--- config.mk ---
export PLATFORM = sky130hd
export DESIGN_NAME = in_mat_stream_loader
export DESIGN_NICKNAME = d
export VERILOG_FILES = /design/src/rtl/linear_proj_pkg.sv /design/src/rtl/in_mat_stream_loader.sv
export SDC_FILE = /design/constraint.sdc
export NUM_CORES = 1
export LEC_CHECK = 0
export ABC_CLOCK_PERIOD_IN_PS = 2800
export BUFFER_PORTS_ARGS = -buffer_cell sky130_fd_sc_hd__buf_2
export CORE_MARGIN = 2
export CORE_UTILIZATION = 40
export CTS_CLUSTER_DIAMETER = 150
export DETAILED_ROUTE_END_ITERATION = 7
export GPL_TIMING_DRIVEN = 0
export PLACE_DENSITY = 0.7
export SYNTH_ARGS = -nofsm -noshare
export SYNTH_HDL_FRONTEND = slang
export SYNTH_SLANG_ARGS = --single-unit
--- constraint.sdc ---
create_clock -name clk -period 2.8 [get_ports clk]
set_input_delay 0.56 -clock clk [delete_from_list [all_inputs] [get_ports clk]]
set_output_delay 0.56 -clock clk [all_outputs]
set_load 0.05 [all_outputs]
--- src/rtl/linear_proj_pkg.sv ---
// rtl/linear_proj_pkg.sv - shared linear-projection geometry and loader state type
package linear_proj_pkg;

    localparam int WIDTH_A           = 8;
    localparam int CHUNK_SIZE        = 4;
    localparam int NUM_CORES_A       = 1;
    localparam int NUM_A_ELEMENTS    = 8;
    localparam int INNER_DIMENSION   = 8;
    localparam int A_OUTER_DIMENSION = 4;

    typedef enum logic [1:0] {
        IDLE = 2'd0,
        LOAD = 2'd1,
        DONE = 2'd2
    } load_state_t;

endpackage

--- src/rtl/in_mat_stream_loader.sv ---
// rtl/in_mat_stream_loader.sv - streams input-matrix words into a dual-port BRAM, two words per write cycle
module in_mat_stream_loader
    import linear_proj_pkg::*;
#(
    parameter int DATA_WIDTH_A = WIDTH_A * CHUNK_SIZE * NUM_CORES_A,
    parameter int NUM_ELEMS    = NUM_A_ELEMENTS,
    parameter int ADDR_WIDTH_A = $clog2(INNER_DIMENSION * A_OUTER_DIMENSION * WIDTH_A / DATA_WIDTH_A)
) (
    input  logic                    clk,
    input  logic                    rst_n,
    input  logic                    start,
    input  logic                    s_tvalid,
    output logic                    s_tready,
    input  logic [DATA_WIDTH_A-1:0] s_tdata,
    input  logic                    s_tlast,
    output logic                    in_mat_ena,
    output logic                    in_mat_wea,
    output logic [ADDR_WIDTH_A-1:0] in_mat_wr_addra,
    output logic [DATA_WIDTH_A-1:0] in_mat_dina,
    output logic                    in_mat_enb,
    output logic                    in_mat_web,
    output logic [ADDR_WIDTH_A-1:0] in_mat_wr_addrb,
    output logic [DATA_WIDTH_A-1:0] in_mat_dinb,
    output logic                    load_done,
    output logic                    err_len
);

    localparam logic [ADDR_WIDTH_A-1:0] LAST_IDX = ADDR_WIDTH_A'(NUM_ELEMS - 1);
    localparam logic [ADDR_WIDTH_A-1:0] ONE      = ADDR_WIDTH_A'(1);

    load_state_t             state;
    logic [ADDR_WIDTH_A-1:0] idx;
    logic [DATA_WIDTH_A-1:0] hold;
    logic                    finishing;

    logic accept;
    logic at_last;
    logic final_beat;

    always_comb begin
        accept     = s_tvalid && s_tready;
        at_last    = (idx == LAST_IDX);
        final_beat = at_last || s_tlast;
    end

    // finishing marks the write cycle of the last beat; load_done follows one cycle later
    always_ff @(posedge clk or negedge rst_n) begin
        if (!rst_n) begin
            state           <= IDLE;
            idx             <= '0;
            hold            <= '0;
            finishing       <= 1'b0;
            s_tready        <= 1'b0;
            in_mat_ena      <= 1'b0;
            in_mat_wea      <= 1'b0;
            in_mat_enb      <= 1'b0;
            in_mat_web      <= 1'b0;
            in_mat_wr_addra <= '0;
            in_mat_wr_addrb <= '0;
            in_mat_dina     <= '0;
            in_mat_dinb     <= '0;
            load_done       <= 1'b0;
            err_len         <= 1'b0;
        end else begin
            in_mat_ena <= 1'b0;
            in_mat_wea <= 1'b0;
            in_mat_enb <= 1'b0;
            in_mat_web <= 1'b0;
            load_done  <= 1'b0;
            case (state)
                IDLE, DONE: begin
                    if (start) begin
                        state     <= LOAD;
                        idx       <= '0;
                        finishing <= 1'b0;
                        s_tready  <= 1'b1;
                        err_len   <= 1'b0;
                    end
                end
                LOAD: begin
                    if (finishing) begin
                        finishing <= 1'b0;
                        load_done <= 1'b1;
                        state     <= DONE;
                    end else if (accept) begin
                        if (s_tlast != at_last) begin
                            err_len <= 1'b1;
                        end
                        if (idx[0]) begin
                            in_mat_ena      <= 1'b1;
                            in_mat_wea      <= 1'b1;
                            in_mat_enb      <= 1'b1;
                            in_mat_web      <= 1'b1;
                            in_mat_wr_addra <= idx - ONE;
                            in_mat_dina     <= hold;
                            in_mat_wr_addrb <= idx;
                            in_mat_dinb     <= s_tdata;
                        end else if (final_beat) begin
                            // unpaired last word goes out on port A alone
                            in_mat_ena      <= 1'b1;
                            in_mat_wea      <= 1'b1;
                            in_mat_wr_addra <= idx;
                            in_mat_dina     <= s_tdata;
                        end else begin
                            hold <= s_tdata;
                        end
                        if (final_beat) begin
                            finishing <= 1'b1;
                            s_tready  <= 1'b0;
                        end else begin
                            idx <= idx + ONE;
                        end
                    end
                end
                default: begin
                    state    <= IDLE;
                    s_tready <= 1'b0;
                end
            endcase
        end
    end

endmodule
==> impl_metrics.tcl <==
set metrics [dict create \
    yosys.area.top_type_share_pct 54.22 \
    drt_iter0_markers 277 \
    cp-end-kind "register" \
    clkLatencyLatePin_ps 350 \
    critical_path_arrival_ps 2640 \
    post_route_cells_drive_above_1_share_pct 45.47 \
    placement.io_buffers 112 \
    place.detailed.hpwl_mm 9.297 \
    boundaryPins 114 \
    critical_path.reg2reg.startpoint "idx[1]" \
    peakVddDrop_uv 499.6 \
    grt_remaining_overflow 0 \
    grt_first_pass_wirelength_mm 21.65 \
    post_drt_wl_per_cell_um 18.34 \
    areaGrowthSynthToFinish_pct 20.96 \
    rsz0062_at_grt "false" \
    grtUsageTotal_pct 19.75 \
    firstDrtPassIters 5 \
    route.antenna.remaining_nets 0 \
    worst_setup_hold_path_clk_slew_ps 70 \
    worst_r2r_endpoint "in_mat_dina[11]" \
    clockBufferDepth 2 \
    routed-via-count 3929 \
    avgSynthCellArea_sq_um 12.22 \
    weighted_congestion_at_the_end_of_routability_driven_global_placement 0.7788 \
    timing.setup.critical_path_class "reg -> reg" \
    clock_tree.htree_level_count 3 \
    timing.clock.skew_ps 7.111 \
    postSynthNetCount 464 \
    launch_point_of_the_critical_path "idx[1]" \
    cts_setup_buffers 0 \
    worst-r2r-cell-count 9 \
    drcViolationCount 0 \
    finalMaxSlewViolations 0 \
    coreArea_sq_mm 0.01262 \
    synth_largest_area_cell "sky130_fd_sc_hd__dfrtp_1" \
    timing.final.setup_violations 0 \
    dpl_cell_area_sq_mm 0.005974 \
    crit_fanout 10 \
    pre_cts_slack_ps 404.9 \
    numCtsBuffers 9 \
    cts_root_buffer "sky130_fd_sc_hd__clkbuf_16" \
    tritoncts_clock_tree "built" \
    cap_violations 0 \
    num_clock_sinks 112 \
    min_period_ps 2412 \
    critPathRequiredTime_ps 3030 \
    die_y_um 117.7 \
    n_antenna_cell 0 \
    max_slew_margin_pct 46.26 \
    share_of_synthesized_area_occupied_by_flip_flops_and_latches_pct 54.22 \
    vias_per_cell 5.427 \
    dp_cells 708 \
    netlist-cell-type-count 35 \
    status "completed" \
    timing.critical_path.from_type "register" \
    grt_antenna_before_repair 0 \
    setup_slack_ps 388.2 \
    initial_utilization_pct 40.96 \
    hold_class "in -> async" \
    grt_start_max_net_pins 61 \
    netlist_area_sq_mm 0.005169 \
    die_w_um 117.7 \
    power-per-cell-area_mw_per_mm2 1260 \
    cts.repair.resized 0 \
    finalWirelength_mm 13.28 \
    design_area_sq_mm 0.006252 \
    tightest_slew_ps 806.1 \
    most_common_library_cell_in_the_layout_ignoring_fill_and_taps "sky130_fd_sc_hd__buf_2" \
    timing.final.hold_violations 0 \
    critPathCapture "in_mat_dina[11]" \
    power.leakage_nw 3.053 \
    fmax_mhz 414.6 \
    final_cells 724 \
    floorplan.die_area_sq_mm 0.01385 \
    nNetsFinal 588 \
    number_of_global_route_vias_before_repair 4068 \
    placement_rows 41 \
    postSynthRegisterBits 112 \
    reg2reg_setup_slack_ps 390 \
    synthCells 423 \
    postCtsHoldBufs 0 \
    post-route-period-util_pct 86.14 \
    ys_warn_count 0 \
    synth.area.top_cells "sky130_fd_sc_hd__dfrtp_1, sky130_fd_sc_hd__mux2_2, sky130_fd_sc_hd__o221a_2" \
    mostFrequentLayoutCells "sky130_fd_sc_hd__buf_2, sky130_fd_sc_hd__dfrtp_1, sky130_fd_sc_hd__mux2_2" \
]
## synth_stat cells
master                       n
sky130_fd_sc_hd__a32oi_1    32
sky130_fd_sc_hd__nand3_2     1
sky130_fd_sc_hd__a22o_1      1
sky130_fd_sc_hd__mux2_4      6
sky130_fd_sc_hd__inv_1      39
sky130_fd_sc_hd__a31oi_1     1
sky130_fd_sc_hd__conb_1      1
sky130_fd_sc_hd__nor2_1     35
sky130_fd_sc_hd__and3b_1     1
sky130_fd_sc_hd__and3_1      1
sky130_fd_sc_hd__mux2_1      1
sky130_fd_sc_hd__mux2i_1     2
sky130_fd_sc_hd__nand4_1     1
sky130_fd_sc_hd__clkbuf_1   13
sky130_fd_sc_hd__nand2_1     4
sky130_fd_sc_hd__o221a_2    31
sky130_fd_sc_hd__a31o_2      1
sky130_fd_sc_hd__mux2_2     60
sky130_fd_sc_hd__buf_6       5
sky130_fd_sc_hd__a21oi_1     1
sky130_fd_sc_hd__nand4_4     1
sky130_fd_sc_hd__or3_1      21
sky130_fd_sc_hd__a211oi_2    1
sky130_fd_sc_hd__o21ai_0    17
sky130_fd_sc_hd__nor2b_1     1
sky130_fd_sc_hd__buf_1       2
sky130_fd_sc_hd__buf_2      15
sky130_fd_sc_hd__ha_1        4
sky130_fd_sc_hd__nand2b_1    3
sky130_fd_sc_hd__and2_1      1
sky130_fd_sc_hd__and2b_1     1
sky130_fd_sc_hd__buf_4       4
sky130_fd_sc_hd__o221a_1     1
sky130_fd_sc_hd__dfrtp_1   112
sky130_fd_sc_hd__nand3b_1    2
## per-layer routing
layer | vias up | global-route usage [%] | share of wire [%] | wire [um]
met4 | 0 | 8.208 | 1.9 | 248
met1 | 2000 | 26.50 | 44 | 5883
met5 | - | 0 | 0 | 0
li1 | 1785 | - | - | -
met2 | 124 | 31.29 | 48 | 6425
met3 | 20 | 4.021 | 5.4 | 718
## sequential cells by signal, summed over array words and instances, names as in the netlist
| register | count |
|---|---|
| hold | 32 |
| in_mat_dina | 32 |
| in_mat_dinb | 32 |
| idx | 3 |
| in_mat_wr_addrb | 3 |
| in_mat_wr_addra | 2 |
| state | 2 |
| err_len | 1 |
| finishing | 1 |
| in_mat_wea | 1 |
| in_mat_web | 1 |
| load_done | 1 |
| s_tready | 1 |
## layout make-up
| class | count | area, sq um |
|---|---|---|
| Clock buffer | 14 | 264.0 |
| Multi-Input combinational cell | 233 | 2002 |
| Clock inverter | 2 | 13.76 |
| Buffer | 39 | 217.7 |
| Sequential cell | 112 | 2803 |
| Timing Repair Buffer | 113 | 590.6 |
| Fill cell | 1161 | 6367 |
| Tap cell | 172 | 215.2 |
| Inverter | 39 | 146.4 |
## worst max-delay path, cell delays in order, from the launching register on
cell and delay (ps):
sky130_fd_sc_hd__dfrtp_1 420, sky130_fd_sc_hd__ha_1 210, sky130_fd_sc_hd__ha_1 180, sky130_fd_sc_hd__inv_1 50
sky130_fd_sc_hd__ha_1 130, sky130_fd_sc_hd__buf_2 190, sky130_fd_sc_hd__buf_2 270, sky130_fd_sc_hd__clkbuf_1 450
sky130_fd_sc_hd__a32oi_1 130, sky130_fd_sc_hd__o221a_2 260
## power breakdown
group / internal [W] / switching [W] / total (W) / leakage [nW]
Combinational: 0.00121 / 0.00272 / 0.00393 / 1.47
Clock: 0.000655 / 0.000568 / 0.00122 / 0.137
Sequential: 0.00232 / 0.000409 / 0.00273 / 1.44
## how the worst min path moves through the flow
| stage | depth (start not counted) | from | endpoint |
|---|---|---|---|
| final | 1 | rst_n | in_mat_dinb[12] |
| after global routing | 1 | rst_n | in_mat_dinb[12] |
| after CTS | 1 | rst_n | in_mat_dinb[10] |
| after detailed placement | 1 | in_mat_wr_addrb[0] | in_mat_wr_addrb[0] |
| after global placement | 1 | in_mat_wr_addrb[0] | in_mat_wr_addrb[0] |
| after floorplan | 0 | rst_n | err_len |
## through the flow
stage | hold WS [ps] | total power [W] | util, % | TNS, ps
global route | 356.4 | 0.008294 | 49.54 | 0
global placement | 444.1 | 0.006552 | 47.10 | -17690
CTS | 327.0 | 0.007920 | 49.54 | 0
finish | 301.4 | 0.007880 | 49.54 | 0
detailed placement | 453.7 | 0.006687 | 47.34 | 0
floorplan | 264.4 | 0.005667 | - | 0
## cells by family (layout without fill, tap and decap cells)
family	after synthesis	after routing	share of synthesized area (%)
other	1	1	0.07255
DFF	112	112	54.22
buffers and inverters	78	207	7.044
adders and majority gates	4	4	0.9683
muxes	69	69	15.42
AOI/OAI and AO/OA	86	86	14.84
and+or+nand+nor	73	73	7.432
(Power assumes the default switching activity.)
